===== src/rtl/async_fifo_wr_arbiter_pkg.sv =====
// Shared types and helpers for the async FIFO port arbiters.
// No logic of its own; compile-time only.
// Imported by the arbiter top and the round-robin picker.
package async_fifo_arb_pkg;

  typedef enum logic {
    ARB_IDLE  = 1'b0,
    ARB_GRANT = 1'b1
  } arb_state_e;

  // Index width for n requesters; never narrower than one bit so that
  // a single-requester build still has a legal index vector.
  function automatic int idx_width(input int n);
    return (n > 1) ? $clog2(n) : 1;
  endfunction

endpackage


===== src/rtl/async_fifo_wr_arbiter_rr_priority_picker.sv =====
// Round-robin picker: first set request after the pointer, wrapping modulo NUM_REQ.
// Latency: purely combinational, zero cycles.
// Backpressure: none; it only reports who would win, the caller decides when to take it.
module rr_priority_picker
  import async_fifo_arb_pkg::*;
#(
  parameter  int NUM_REQ = 4,
  localparam int IW      = idx_width(NUM_REQ)
) (
  input  logic [NUM_REQ-1:0] req_i,
  input  logic [IW-1:0]      ptr_i,
  output logic [NUM_REQ-1:0] gnt_oh_o,
  output logic [IW-1:0]      gnt_idx_o,
  output logic               gnt_vld_o
);

  // Search ptr+1, ptr+2, ... ptr+NUM_REQ; the pointer itself is checked last.
  always_comb begin
    logic found;
    found     = 1'b0;
    gnt_oh_o  = '0;
    gnt_idx_o = '0;
    for (int k = 1; k <= NUM_REQ; k++) begin
      for (int i = 0; i < NUM_REQ; i++) begin
        if (!found && req_i[i] && (i == ((int'(ptr_i) + k) % NUM_REQ))) begin
          found       = 1'b1;
          gnt_oh_o[i] = 1'b1;
          gnt_idx_o   = IW'(i);
        end
      end
    end
    gnt_vld_o = found;
  end

endmodule


===== src/rtl/async_fifo_wr_arbiter.sv =====
// Shares one async_fifo write port among NUM_REQ requesters, round-robin per packet.
// Latency: one-cycle arbitration bubble per grant; beats pass to wr_en/wr_data combinationally.
// Backpressure: fifo_full stalls only the owner (its ready drops); non-owners wait unready.
module async_fifo_wr_arbiter
  import async_fifo_arb_pkg::*;
#(
  parameter  int NUM_REQ      = 4,
  parameter  int DATA_WIDTH   = 8,
  parameter  int MAX_BURST    = 4,
  parameter  int IDLE_TIMEOUT = 8,
  localparam int IW           = idx_width(NUM_REQ)
) (
  input  logic                          clk,
  input  logic                          rst_n,
  input  logic [NUM_REQ-1:0]            req_valid,
  input  logic [NUM_REQ*DATA_WIDTH-1:0] req_data,
  input  logic [NUM_REQ-1:0]            req_last,
  output logic [NUM_REQ-1:0]            req_ready,
  input  logic                          fifo_full,
  output logic                          fifo_wr_en,
  output logic [DATA_WIDTH-1:0]         fifo_wr_data,
  output logic                          grant_active,
  output logic [IW-1:0]                 grant_idx
);

  localparam int BW  = $clog2(MAX_BURST + 1);
  localparam int IDW = $clog2(IDLE_TIMEOUT + 1);
  localparam logic [BW-1:0]  BURST_END = BW'(MAX_BURST - 1);
  localparam logic [IDW-1:0] IDLE_END  = IDW'(IDLE_TIMEOUT - 1);

  arb_state_e           state_q;
  logic [IW-1:0]        rr_ptr_q;
  logic [IW-1:0]        grant_idx_q;
  logic [NUM_REQ-1:0]   grant_oh_q;
  logic                 grant_active_q;
  logic [BW-1:0]        beat_cnt_q;
  logic [IDW-1:0]       idle_cnt_q;

  logic [NUM_REQ-1:0]   pick_oh;
  logic [IW-1:0]        pick_idx;
  logic                 pick_vld;

  logic                 owner_vld;
  logic                 owner_last;
  logic [DATA_WIDTH-1:0] owner_dat;
  logic                 accept;

  rr_priority_picker #(
    .NUM_REQ (NUM_REQ)
  ) u_picker (
    .req_i     (req_valid),
    .ptr_i     (rr_ptr_q),
    .gnt_oh_o  (pick_oh),
    .gnt_idx_o (pick_idx),
    .gnt_vld_o (pick_vld)
  );

  // Select the owner's valid/last/data through the registered one-hot grant.
  always_comb begin
    owner_vld  = |(req_valid & grant_oh_q);
    owner_last = |(req_last & grant_oh_q);
    owner_dat  = '0;
    for (int i = 0; i < NUM_REQ; i++) begin
      if (grant_oh_q[i]) begin
        owner_dat = owner_dat | req_data[i*DATA_WIDTH +: DATA_WIDTH];
      end
    end
  end

  // A beat moves only when the owner offers it and the FIFO has room; full is never overridden.
  assign accept       = grant_active_q & owner_vld & ~fifo_full;
  assign fifo_wr_en   = accept;
  assign fifo_wr_data = grant_active_q ? owner_dat : '0;
  assign req_ready    = (grant_active_q && !fifo_full) ? grant_oh_q : '0;
  assign grant_active = grant_active_q;
  assign grant_idx    = grant_idx_q;

  // Arbitration FSM: pick in IDLE, hold the grant until last beat, burst limit or idle timeout.
  always_ff @(posedge clk or negedge rst_n) begin
    if (!rst_n) begin
      state_q        <= ARB_IDLE;
      rr_ptr_q       <= IW'(NUM_REQ - 1);
      grant_idx_q    <= '0;
      grant_oh_q     <= '0;
      grant_active_q <= 1'b0;
      beat_cnt_q     <= '0;
      idle_cnt_q     <= '0;
    end else begin
      case (state_q)
        ARB_IDLE: begin
          if (pick_vld) begin
            state_q        <= ARB_GRANT;
            grant_idx_q    <= pick_idx;
            grant_oh_q     <= pick_oh;
            grant_active_q <= 1'b1;
            beat_cnt_q     <= '0;
            idle_cnt_q     <= '0;
          end
        end
        ARB_GRANT: begin
          if (accept) begin
            idle_cnt_q <= '0;
            if (owner_last || (beat_cnt_q == BURST_END)) begin
              // Packet done or burst budget spent: hand the port back.
              state_q        <= ARB_IDLE;
              grant_active_q <= 1'b0;
              rr_ptr_q       <= grant_idx_q;
              beat_cnt_q     <= '0;
            end else begin
              beat_cnt_q <= beat_cnt_q + BW'(1);
            end
          end else if (!owner_vld) begin
            // Owner has gone quiet; a stalled-by-full owner does not count here.
            if (idle_cnt_q == IDLE_END) begin
              state_q        <= ARB_IDLE;
              grant_active_q <= 1'b0;
              rr_ptr_q       <= grant_idx_q;
              beat_cnt_q     <= '0;
              idle_cnt_q     <= '0;
            end else begin
              idle_cnt_q <= idle_cnt_q + IDW'(1);
            end
          end
        end
        default: begin
          state_q        <= ARB_IDLE;
          grant_active_q <= 1'b0;
        end
      endcase
    end
  end

endmodule


===== config.mk =====
export PLATFORM = sky130hd
export DESIGN_NAME = async_fifo_wr_arbiter
export DESIGN_NICKNAME = d
export VERILOG_FILES = /design/src/rtl/async_fifo_wr_arbiter_pkg.sv /design/src/rtl/async_fifo_wr_arbiter_rr_priority_picker.sv /design/src/rtl/async_fifo_wr_arbiter.sv
export SDC_FILE = /design/constraint.sdc
export NUM_CORES = 1
export LEC_CHECK = 0
export BUFFER_PORTS_ARGS = -buffer_cell sky130_fd_sc_hd__buf_2
export CORE_ASPECT_RATIO = 1.2
export CORE_MARGIN = 8
export CORE_UTILIZATION = 40
export CTS_CLUSTER_SIZE = 20
export DETAILED_ROUTE_END_ITERATION = 12
export GPL_ROUTABILITY_DRIVEN = 0
export PLACE_DENSITY_LB_ADDON = 0.15
export SYNTH_ARGS = -nofsm -noshare
export SYNTH_HDL_FRONTEND = slang
export SYNTH_HIERARCHICAL = 1
export SYNTH_SLANG_ARGS = --single-unit

===== constraint.sdc =====
create_clock -name clk -period 1.75 [get_ports clk]
set_input_delay 0.0875 -clock clk [delete_from_list [all_inputs] [get_ports clk]]
set_output_delay 0.0875 -clock clk [all_outputs]
set_load 0.01 [all_outputs]

==> flow_metrics.tcl <==
set metrics [dict create \
    finalCritPeriodShare 0.950 \
    overflow 0 \
    fp.dieW_um 69.0 \
    leakagePower_uw 0.000855 \
    clkLatencyLatePin_ns 0.25 \
    postSynthCellCount 144 \
    grt_pass1_wl_um 6630 \
    antenna_found_initial 0 \
    numCtsBuffers 3 \
    crit_type "flip-flop to flip-flop" \
    critPathLaunchType "flip-flop" \
    timing.rr.start "idle_cnt_q[1]" \
    synth.distinct_cells 52 \
    clock-sinks 17 \
    finalMaxSlewViolations 0 \
    final_nets 253 \
    yosys.area_share.simple 0.144 \
    grt_setup_unrepaired "false" \
    relSlewSlack 0.733 \
    holdWs_ns 0.287 \
    yosysSeqAreaShare 0.317 \
    grt_usage 0.142 \
    worstPathMaxFanout 5 \
    port_buffers 58 \
    clk_pin_slew_worst_paths_ns 0.07 \
    synth_ff_type "dfrtp_1" \
    final_core_util 0.533 \
    viasPerCell 5.79 \
    hold_viol 0 \
    synthAdderAreaFrac 0.0278 \
    synthMuxAreaShare 0.0658 \
    max_freq_mhz 602 \
    synth-xor-area-share 0 \
    avgSynthCellArea_sq_um 9.38 \
    first_iter_violations 66 \
    tightest_slew_ns 0.401 \
    cp.arrival_ns 1.80 \
    cellPowerDensity_nw_per_um2 1400 \
    synth_area_sq_um 1350 \
    synth_edf_count 0 \
    reg2reg_depth 5 \
    cap_violations 0 \
    drtAntennaViolNets 0 \
    htreeDepth 1 \
    crit_chain "ha_1 > and3b_1 > nand3_2 > a31o_2 > a221o_1" \
    placed_cells_incl_taps 237 \
    cp_slowest_cell "dfrtp_1" \
    die_y_um 79.6 \
    wl_per_cell_um 16.8 \
    first_pass_iters 4 \
    worst_slack_ns 0.0879 \
    synthArstFlopShare 1.00 \
    final_common_cell "buf_2" \
    critPathRequiredTime_ns 1.88 \
    syn_nets 190 \
    period_needed_ns 1.66 \
    root_buffer "clkbuf_8" \
    finalSetupTns_ns 0 \
    setup-violations-final 0 \
    outcome "finished, final reports clean" \
    cp_top_family "compound AO/OA/AOI/OAI gates" \
    io-pin-count 59 \
    hp-class "input port to async pin" \
    tritoncts "done" \
    grt_pass1_vias 1364 \
    final_cells 243 \
    wl_um 4080 \
    synth_compound_area_frac 0.387 \
    std_cell_rows 23 \
    max_stage_delay_ns 0.41 \
    core_area_sq_um 3280 \
    crit_start "idle_cnt_q[1]" \
    cts_resized 0 \
    place_hpwl_um 3260 \
    cp-end-kind "flip-flop" \
    crit_buf_inv 0 \
    synth_top_family_by_area "compound AO/OA/AOI/OAI gates" \
    grt_max_degree 18 \
    layout_common_cells "58 x buf_2, 18 x a22oi_1, 15 x dfrtp_1" \
    skew_ns 0.00506 \
    drc 0 \
    drive_gt1_frac 0.417 \
    place_ws_ns 0.112 \
    start_util 0.412 \
    rrSetupSlack_ns 0.09 \
    ir_worst_vdd_uv 734 \
    ctsLongestPathBuffers 2 \
    n_antenna_cell 0 \
    areaGrowthSynthToFinish_pct 29.6 \
    reg2reg_to "grant_active" \
    synth_seq_cells 17 \
    die_area_sq_um 5500 \
    synth_warnings 6 \
    num_vias 1408 \
]
state kept, by name, summed over array words and instances (netlist names):
signal,cells
rr_ptr_q,2
grant_oh_q,4
grant_idx,2
state_q,1
beat_cnt_q,3
grant_active,1
idle_cnt_q,4
timing repair:
item	4_1_cts	5_1_grt
endpoints found under the hold margin	15	0
buffers inserted	0	1
hold buffers	1	0
endpoints found under the setup margin	0	1
cell type report:
type / instances / area [sq um]
sequential: 17 / 428
tap: 37 / 46.3
timing repair buffer: 68 / 368
inverter: 5 / 18.8
clock buffer: 4 / 45.0
fill: 309 / 1530
multi-input combinational: 112 / 843
report_power, final:
part / internal, uW / switching (uW)
Combinational: 709 / 696
Clock: 161 / 125
Sequential: 562 / 200
routing by layer:
| metal | up-vias | GRT usage | wire length [um] |
|---|---|---|---|
| li1 | 679 | - | - |
| met1 | 669 | 0.166 | 1690 |
| met2 | 58 | 0.246 | 2070 |
| met3 | 2 | 0.0348 | 307 |
| met4 | 0 | 0.0554 | 16 |
| met5 | - | 0 | 0 |
how the worst max path moves through the flow:
stage,end,cells after the start
after floorplan,grant_active,5
after global placement,grant_active,5
after detailed placement,grant_active,5
after CTS,grant_active,5
after global routing,grant_active,5
final,grant_active,5
worst reg2reg max path, cell delays in order, from the launching register on:
cell	delay, ns
dfrtp_1	0.41
ha_1	0.22
and3b_1	0.21
nand3_2	0.12
a31o_2	0.31
a221o_1	0.29
stage by stage:
step                      power, uW  instance area, sq um
final                          2450                  1750
after global routing           2640                  1750
after CTS                      2460                  1740
after detailed placement       2160                  1690
after global placement         2110                  1690
after floorplan                1660                  1350
cells in the mapped netlist (all sizes together), types with 2 or more instances:
| master | n | area, sq um |
|---|---|---|
| ha | 3 | 37.5 |
| o211ai | 5 | 37.5 |
| dfstp | 2 | 52.6 |
| a21oi | 6 | 30.0 |
| o21a | 2 | 15.0 |
| o21ai | 4 | 31.3 |
| dfrtp | 15 | 375 |
| nor2b | 3 | 18.8 |
| and2b | 3 | 25.0 |
| inv | 5 | 18.8 |
| a211oi | 2 | 15.0 |
| a22o | 6 | 55.1 |
| nor2 | 6 | 22.5 |
| mux2 | 7 | 78.8 |
| nand2 | 6 | 22.5 |
| nand2b | 3 | 18.8 |
| a22oi | 18 | 135 |
| clkbuf | 7 | 36.3 |
| o21bai | 2 | 15.0 |
| a21boi | 10 | 75.1 |
| and2 | 7 | 45.1 |
| buf | 3 | 23.8 |
cell families after synthesis:
group           after synthesis
compound gates               68
simple gates                 33
flops                        17
buf+inv                      15
mux                           8
fa+ha+maj                     3
Note: power is estimated with default switching activity, not from simulation.
